## config.mk

```make
export PLATFORM = sky130hd
export DESIGN_NAME = ex_stage
export DESIGN_NICKNAME = d
export VERILOG_FILES = /design/src/rtl/ex_pkg.sv /design/src/rtl/ex_stage_seq_mul.sv /design/src/rtl/ex_stage.sv
export SDC_FILE = /design/constraint.sdc
export NUM_CORES = 1
export LEC_CHECK = 0
export CAP_MARGIN = 5
export CORE_MARGIN = 2
export CORE_UTILIZATION = 45
export DETAILED_ROUTE_END_ITERATION = 8
export HOLD_SLACK_MARGIN = 0.02
export PLACE_DENSITY = 0.67
export SLEW_MARGIN = 20
export SYNTH_ARGS = -nofsm -noshare
export SYNTH_HDL_FRONTEND = slang
export SYNTH_HIERARCHICAL = 1
export SYNTH_SLANG_ARGS = --single-unit
```

## constraint.sdc

```tcl
create_clock -name i_clk -period 3.25 [get_ports i_clk]
set_input_delay 0.325 -clock i_clk [delete_from_list [all_inputs] [get_ports i_clk]]
set_output_delay 0.325 -clock i_clk [all_outputs]
set_load 0.02 [all_outputs]
```

## src/rtl/ex_pkg.sv

```systemverilog
// Shared definitions for the execute stage: opcodes, FSM encoding and multiplier length.
package ex_pkg;
    localparam logic [3:0] OP_ADD = 4'd0;
    localparam logic [3:0] OP_SUB = 4'd1;
    localparam logic [3:0] OP_AND = 4'd2;
    localparam logic [3:0] OP_OR  = 4'd3;
    localparam logic [3:0] OP_XOR = 4'd4;
    localparam logic [3:0] OP_SLT = 4'd5;
    localparam logic [3:0] OP_SLL = 4'd6;
    localparam logic [3:0] OP_SRL = 4'd7;
    localparam logic [3:0] OP_SRA = 4'd8;
    localparam logic [3:0] OP_MUL = 4'd9;

    typedef enum logic {
        S_IDLE = 1'b0,
        S_MUL  = 1'b1
    } state_t;

    localparam int MUL_CYCLES = 32;
endpackage

```

## src/rtl/ex_stage_seq_mul.sv

```systemverilog
// Iterative shift-add multiplier: one multiplier bit per cycle, low DATA_WIDTH bits of the product.
module seq_mul
    import ex_pkg::*;
#(
    parameter int DATA_WIDTH = 32
) (
    input  logic                  i_clk,
    input  logic                  i_rst_n,
    input  logic                  start,
    input  logic [DATA_WIDTH-1:0] a,
    input  logic [DATA_WIDTH-1:0] b,
    output logic                  busy,
    output logic                  done,
    output logic [DATA_WIDTH-1:0] product
);
    localparam int CNT_W = $clog2(MUL_CYCLES);

    logic [CNT_W-1:0]      cnt_p0;
    logic [DATA_WIDTH-1:0] acc_p0;
    logic [DATA_WIDTH-1:0] mcand_p0;
    logic [DATA_WIDTH-1:0] mplier_p0;
    logic [DATA_WIDTH-1:0] acc_next;

    // The final step's partial sum is exposed directly so the product lands on the done edge.
    assign acc_next = mplier_p0[0] ? acc_p0 + mcand_p0 : acc_p0;
    assign done     = busy && (cnt_p0 == CNT_W'(MUL_CYCLES - 1));
    assign product  = acc_next;

    always_ff @(posedge i_clk or negedge i_rst_n) begin
        if (!i_rst_n) begin
            busy      <= 1'b0;
            cnt_p0    <= '0;
            acc_p0    <= '0;
            mcand_p0  <= '0;
            mplier_p0 <= '0;
        end else if (busy) begin
            acc_p0    <= acc_next;
            mcand_p0  <= mcand_p0 << 1;
            mplier_p0 <= mplier_p0 >> 1;
            cnt_p0    <= cnt_p0 + 1'b1;
            if (done) busy <= 1'b0;
        end else if (start) begin
            acc_p0    <= '0;
            mcand_p0  <= a;
            mplier_p0 <= b;
            cnt_p0    <= '0;
            busy      <= 1'b1;
        end
    end
endmodule

```

## src/rtl/ex_stage.sv

```systemverilog
// Execute stage: single-cycle ALU plus a stalling iterative MUL, registered result for writeback.
module ex_stage
    import ex_pkg::*;
#(
    parameter int DATA_WIDTH = 32
) (
    input  logic                  i_clk,
    input  logic                  i_rst_n,
    input  logic                  i_valid,
    input  logic [3:0]            i_op,
    input  logic                  i_use_imm,
    input  logic [DATA_WIDTH-1:0] i_imm,
    input  logic [DATA_WIDTH-1:0] i_rf1,
    input  logic [DATA_WIDTH-1:0] i_rf2,
    input  logic [4:0]            i_rfd_idx,
    output logic                  o_d_en,
    output logic                  o_valid,
    output logic [DATA_WIDTH-1:0] o_result,
    output logic [4:0]            o_rfd_idx,
    output logic                  o_busy
);
    state_t state_q, state_d;

    logic [DATA_WIDTH-1:0]        op_b;
    logic signed [DATA_WIDTH-1:0] op_a_s;
    logic signed [DATA_WIDTH-1:0] op_b_s;
    logic [4:0]                   shamt;
    logic [DATA_WIDTH-1:0]        alu_res;
    logic                         accept;
    logic                         mul_start;
    logic                         mul_busy;
    logic                         mul_done;
    logic [DATA_WIDTH-1:0]        mul_product;
    logic [4:0]                   mul_idx_p0;
    logic                         vld_p1;
    logic [DATA_WIDTH-1:0]        result_p1;
    logic [4:0]                   rfd_idx_p1;

    assign op_b      = i_use_imm ? i_imm : i_rf2;
    assign op_a_s    = i_rf1;
    assign op_b_s    = op_b;
    assign shamt     = op_b[4:0];
    assign accept    = (state_q == S_IDLE) && i_valid;
    assign mul_start = accept && (i_op == OP_MUL);

    always_comb begin
        alu_res = '0;
        case (i_op)
            OP_ADD:  alu_res = i_rf1 + op_b;
            OP_SUB:  alu_res = i_rf1 - op_b;
            OP_AND:  alu_res = i_rf1 & op_b;
            OP_OR:   alu_res = i_rf1 | op_b;
            OP_XOR:  alu_res = i_rf1 ^ op_b;
            OP_SLT:  alu_res = {{(DATA_WIDTH-1){1'b0}}, (op_a_s < op_b_s)};
            OP_SLL:  alu_res = i_rf1 << shamt;
            OP_SRL:  alu_res = i_rf1 >> shamt;
            OP_SRA:  alu_res = op_a_s >>> shamt;
            default: alu_res = '0;
        endcase
    end

    always_comb begin
        state_d = state_q;
        o_d_en  = 1'b1;
        case (state_q)
            S_IDLE: if (mul_start) state_d = S_MUL;
            S_MUL: begin
                o_d_en = 1'b0;
                if (mul_done) state_d = S_IDLE;
            end
            default: state_d = S_IDLE;
        endcase
    end

    always_ff @(posedge i_clk or negedge i_rst_n) begin
        if (!i_rst_n) state_q <= S_IDLE;
        else          state_q <= state_d;
    end

    seq_mul #(.DATA_WIDTH(DATA_WIDTH)) u_mul (
        .i_clk   (i_clk),
        .i_rst_n (i_rst_n),
        .start   (mul_start),
        .a       (i_rf1),
        .b       (op_b),
        .busy    (mul_busy),
        .done    (mul_done),
        .product (mul_product)
    );

    // Writeback register stage: ALU results on accept, MUL result on the multiplier's last step.
    always_ff @(posedge i_clk or negedge i_rst_n) begin
        if (!i_rst_n) begin
            vld_p1     <= 1'b0;
            result_p1  <= '0;
            rfd_idx_p1 <= '0;
            mul_idx_p0 <= '0;
        end else begin
            vld_p1 <= 1'b0;
            if (mul_start) begin
                mul_idx_p0 <= i_rfd_idx;
            end else if (accept) begin
                vld_p1     <= 1'b1;
                result_p1  <= alu_res;
                rfd_idx_p1 <= i_rfd_idx;
            end
            if (mul_done) begin
                vld_p1     <= 1'b1;
                result_p1  <= mul_product;
                rfd_idx_p1 <= mul_idx_p0;
            end
        end
    end

    assign o_valid   = vld_p1;
    assign o_result  = result_p1;
    assign o_rfd_idx = rfd_idx_p1;
    assign o_busy    = mul_busy;
endmodule

```

; ---- Word-level counts from Yosys, hierarchy flattened
; Index checks and enable logic that the tools add are counted.
; Widths: inputs -> output; s select.
[op_classes]
n_addsub = 4
n_lt_le_gt_ge = 1
n_mux = 25
n_eq_ne = 11
bitwise = 4
n_reduce_logical = 7
n_shift = 3
[ops]
columns = operator, n
row1 = $mux 32, 11
row2 = $pmux 32 s9, 1
row3 = $add 32x32->32, 2
row4 = $and 32x32->32, 1
row5 = $lt 32x32->1, 1
row6 = $or 32x32->32, 1
row7 = $shl 32x5->32, 1
row8 = $shr 32x5->32, 1
row9 = $sshr 32x5->32, 1
row10 = $sub 32x32->32, 1
row11 = $xor 32x32->32, 1
row12 = $mux 5, 5
row13 = $eq 4x3->1 const B, 4
row14 = $eq 4x2->1 const B, 2
row15 = $eq 4x4->1 const B, 2
row16 = $mux 1, 7
row17 = $add 5x1->5 const B, 1
row18 = $eq 5x5->1 const B, 1
row19 = $eq 4x1->1 const B, 1
row20 = $logic_not 4->1, 1
row21 = $reduce_bool 2->1, 2
row22 = $logic_and 1x1->1, 3
row23 = $ne 2x1->1 const B, 1
row24 = $pmux 1 s2, 1
row25 = 2 further kinds, 2
[word_totals]
reg_bits = 146
in_bits = 109
output_inout_bits = 40

; ---- Logic depth before layout (Yosys ltp)
[logic_depth]
depth_word = 6
ltp_mapped = 17
mapped_depth_nobuf = 16

; ---- Modules after synthesis
; Netlist, hierarchy kept.
[by_module_without_submodules]
columns = mod, n_inst, cells_each, area_per_inst_um2
row1 = ex_stage, 1, 1614, 11282.1
row2 = seq_mul, 1, 702, 6423.7

; ---- Worst setup path before layout
; Ideal clock, no wire load.
[synth_path]
path_kind = in2reg
from = input port i_use_imm
to = register result_p1[31], in the netlist o_result[31]
required_ns = 3.168
setup_ns = 0.082
n_path_buf = 4
path_slack_ns = -0.612
t_arrival_ns = 3.780
path_stages = 15
path_cell_list = buf_6 > mux2i_1 > clkbuf_1 > buf_1 > buf_2 > ha_1 > nand2_1 > o31ai_2 > o2111ai_1 > a2111o_1 > a211oi_2 > nor2_1 > nor4_2 > mux2_1 > a31oi_1
[synth_between]
elab_chain_cells = 6
[synth_rtl]
columns = element, line
row1 = from (decl), ex_stage.sv:11  ; input logic i_use_imm,
row2 = $mux 32 (*), ex_stage.sv:39  ; assign op_b = i_use_imm ? i_imm : i_rf2;
row3 = "$sub 32x32->32, or another cell as far along", ex_stage.sv:50  ; OP_SUB: alu_res = i_rf1 - op_b;
row4 = $pmux 32 s9 (*), ex_stage.sv:48  ; case (i_op)
row5 = $mux 32 (*), ex_stage.sv:102  ; end else if (accept) begin
row6 = $mux 32 (*), ex_stage.sv:100  ; if (mul_start) begin
row7 = $mux 32 (*), ex_stage.sv:107  ; if (mul_done) begin
row8 = to (signal assigned), ex_stage.sv:104  ; result_p1 <= alu_res;
row9 = to (signal assigned), ex_stage.sv:109  ; result_p1 <= mul_product;
row10 = to (decl), ex_stage.sv:36  ; logic [DATA_WIDTH-1:0] result_p1;
; Mark *: on every way between the ends. The rest lies on a longest branch, timed or not. The select of a mux whose other input is x is not followed.
; A chain may end at the register's enable or synchronous reset.

; ---- Worst setup path in the final report
[layout_path]
from = register u_mul.mcand_p0[0]
to = register result_p1[20], in the netlist o_result[20]
[layout_between]
elab_chain_cells = 3
[layout_rtl]
columns = element, line
row1 = from (decl), ex_stage_seq_mul.sv:20  ; logic [DATA_WIDTH-1:0] mcand_p0;
row2 = from (signal assigned), ex_stage_seq_mul.sv:38  ; mcand_p0 <= mcand_p0 << 1;
row3 = $add 32x32->32, ex_stage_seq_mul.sv:25  ; assign acc_next = mplier_p0[0] ? acc_p0 + mcand_p0 : acc_p0;
row4 = $mux 32, ex_stage_seq_mul.sv:25
row5 = via mul_product[20], ex_stage.sv:33  ; logic [DATA_WIDTH-1:0] mul_product;
row6 = $mux 32, ex_stage.sv:107
; The timed path passes the listed nets, and every way through them passes these cells.

==> impl_results.md <==
* Outcome: finished with violations
* Failing checks: negative setup slack
* Top area cells in the synthesized netlist: dfrtp_1 21%, mux2i_1 13%, ha_1 9.2%, nand2_1 6.1%, o21ai_0 5.8%
* R2r startpoint: u_mul/mcand_p0[0]
* Ant. Diodes at 0
* PortBufs at 148
* # fillers at 3,347
* Post-Place Worst Slack at -1560 ps
* Worst R2R Path Depth at 16
* Rows at 72
* Critical register-to-register path endpoint: o_result[20]
* Detail Route Antenna Nets at 0
* Die Ht at 202 um
* Mapped Nets at 2,558
* Setup-failing EPs final at 14
* Global Route Usage Sum at 43.2%
* H-tree lvl count at 4
* Worst-path cell chain: ha_4 -> fa_2 -> a21oi_4 -> o21ai_2 -> a211oi_2 -> buf_4 -> nor4_4 -> o32a_1 -> xnor2_2 -> a21oi_2 -> nand2_2 -> o21ai_4 -> a2111oi_4 -> o21ai_1 -> a2111oi_2 -> a31oi_1
* Number of vias per cell at 6.29
* Iteration count of the initial detailed-routing pass at 7
* Max cap viols at 0
* Share of the yosys chip area belonging to registers at 20.6%
* Pin count of the biggest net entering global routing at 164
* Synth Flop Type: dfrtp_1
* Setup ws final at -631 ps
* Routability cong. at 1.06
* CP top delay family: compound AO/OA/AOI/OAI gates
* Worst setup path class: register to register
* Final Slew Violations at 0
* Total power density per cell area at 500 nW/um2
* Top-area cell type share of the netlist area at 20.6%
* Starting Density at 45.7%
* CP max-delay cell: a2111oi_2
* Util after Layout at 65.7%
* Drt drc at 0
* Top achievable clock speed at 0.258 GHz
* Die W at 202 um
* Layout cells sized above 1 at 28.8%
* Hold/Removal Path Class: input pin to async pin
* Core Box Area at 38,700 um2
* Routed vias at 21,800
* Drt wl/cell at 26.1 um
* Crit path max fanout at 3
* Delay of the slowest cell on the worst path at 430 ps
* EDFF count, synth at 0
* Hpwl dp at 70,400 um
* Area of the mapped netlist at 17,700 um2
* Synthesized flop and latch total at 146
* FF-to-FF setup slack at -630 ps
* Fin Clk Skew at 14.5 ps
* Root Driver: clkbuf_16
* Initial DRC count at 2,644
* I/O pins at 149
* Vias in the first global route at 21,000
* Fin Hold WS at 329 ps
* Syn Area/Cell at 7.64 um2
* DIE AREA at 40,900 um2
* Peak VDD IR at 0.359 mV
* Crit. End Element: register
* Initial antenna violation count at 2
* Biggest area consumer among synthesized cells: dfrtp_1
* RSZ-0062 raised after global routing: yes
* Yosys warning count at 6
* Final Hold Vio Count at 0
* Clock Latency Late Sink at 510 ps
* Tmin final at 3880 ps
* Crit path launch type: register
* Req. time, crit path at 3590 ps
* Total wire length at 90,300 um
* CTS tree: yes
* Post-synthesis async set-or-reset flop share at 100%
* Worst path buffer plus inverter count at 1
* Clock sink count at 146
* Total gr overflow at 0
* TritonCTS buffer count at 17
* First-pass GRT wire length at 132,000 um
* Fin nets at 3,173
* Cells after Synth at 2,316
* Max Root-Sink Buffers at 2
* Relative slew slack at 41.3%
* Layout area overhead at 43.7%
* Post-synth cell types at 89
* CTS clk-pin slew, worst paths at 70 ps
* Least-Margin Pin Slew at 872 ps
* LEAKAGE at 11.8 nW
* Critical path arrival at 4230 ps
* Part of the cycle the worst path needs at 119%
## cells by family (layout without fill, tap and decap cells)
group | count (synthesis) | count (layout) | synth area share [%]
AO/OA/AOI/OAI | 737 | 737 | 26.7
buffers and inverters | 270 | 898 | 6.28
XOR/XNOR | 38 | 38 | 1.88
flip-flops | 146 | 146 | 20.6
multiplexers | 277 | 277 | 17.0
adder cells (fa/ha/maj) | 133 | 133 | 9.53
AND/OR/NAND/NOR | 715 | 715 | 17.9
## per-stage QoR
stage	setup TNS (ps)	cells	total power [W]	area (um2)
finish	-4080	3462	0.0127	25400
global route	-5700	3462	0.0133	25400
CTS	-4130	3448	0.0121	24800
detailed placement	-20230	3408	0.00987	23900
global placement	-18100	3408	0.00972	23900
floorplan	-909	2316	0.00643	17900
## report_power, final
part / total [W] / internal (W) / switching, W
Clock: 0.00202 / 0.00102 / 0.00100
Sequential: 0.00291 / 0.00237 / 0.000542
Combinational: 0.00778 / 0.00360 / 0.00418
Total: 0.0127 / 0.00699 / 0.00572
## registers in the layout (all words and copies together), names as in the netlist
signal	cells
mul_idx_p0	5
o_result	32
o_rfd_idx	5
o_valid	1
state_q	1
u_mul/acc_p0	32
u_mul/busy	1
u_mul/cnt_p0	5
u_mul/mcand_p0	32
u_mul/mplier_p0	32
## routing by layer
| layer | share of wire (%) | track usage [%] | routed length, um | vias to the layer above |
|---|---|---|---|---|
| met2 | 45 | 67.4 | 40400 | 1279 |
| met1 | 40 | 55.2 | 36200 | 10500 |
| li1 | - | - | - | 9715 |
| met5 | 0.011 | 0 | 10 | - |
| met3 | 9.5 | 10.1 | 8580 | 259 |
| met4 | 5.7 | 23.6 | 5160 | 2 |
## placed cells by master, fill, tap and decap left out, types with 24 or more instances in the layout
master,Yosys,final
buf_4,2,590
nand2_1,289,275
mux2i_1,232,223
nor2_1,201,200
o21ai_0,205,180
a21oi_1,171,155
clkdlybuf4s50_1,0,145
dfrtp_1,146,142
ha_1,130,118
inv_1,102,101
a21o_1,46,46
nand3_1,41,41
nor3_1,42,37
o211ai_1,33,33
o21ai_1,17,26
xnor2_1,27,24
and3_1,24,24
## repair_timing
item	in CTS	in global routing
resized for setup	75	119
hold buffers	1	0
endpoints found under the setup margin	20	28
hold endpoints to repair	49	0
cloned	0	0
pin swaps	22	71
setup buffers	7	16
## final cells by class
cell class / instances / area (um2) / share of cell area [%]
repair buffers: 758 / 6220 / 24.4
clock inverters: 14 / 125 / 0.492
flip-flops and latches: 146 / 3660 / 14.4
well taps: 518 / 648 / 2.55
clock buffers: 18 / 439 / 1.73
multi-input cells: 1900 / 13900 / 54.8
inverters: 108 / 413 / 1.62
## cells in the mapped netlist (13+ instances only)
cell      count
buf_1        18
nand4_1      18
mux4_2       14
nand2_1     289
o211ai_1     33
nand3_1      41
a21oi_1     171
nor4_1       19
nor2b_1      14
and3_1       24
o21ai_1      17
a31oi_1      25
dfrtp_1     146
xnor2_1      27
mux2i_1     232
o31ai_1      15
mux2_2       26
buf_2        21
ha_1        130
nand2b_1     19
a221oi_1     19
o21a_1       13
nor2_1      201
a21o_1       46
a221o_1      13
nor3_1       42
and2_1       14
o22ai_1      20
a211oi_1     29
inv_1       102
o21bai_1     16
clkbuf_1    114
o221ai_1     17
o21ai_0     205
## worst reg2reg max path: cells and delay by family (launching register included)
kind	cells	cell delay [ps]
xor gates and xnor gates	1	180
and+or+nand+nor	2	230
adders and majority gates	2	600
AOI/OAI and AO/OA	10	2100
DFF	1	420
buffers and inverters	1	180
## worst max-delay path by stage
stage | from | endpoint | slack (ps) | depth (start not counted)
2_1_floorplan | i_use_imm | o_result[30] | -130 | 16
3_3_place_gp | u_mul/mcand_p0[13] | o_result[20] | -1590 | 14
3_5_place_dp | u_mul/mcand_p0[13] | o_result[20] | -1560 | 14
4_1_cts | u_mul/acc_p0[0] | o_result[26] | -590 | 17
5_1_grt | u_mul/acc_p0[0] | o_result[26] | -770 | 17
6_report | u_mul/mcand_p0[0] | o_result[20] | -630 | 16
(Power assumes the default switching activity.)
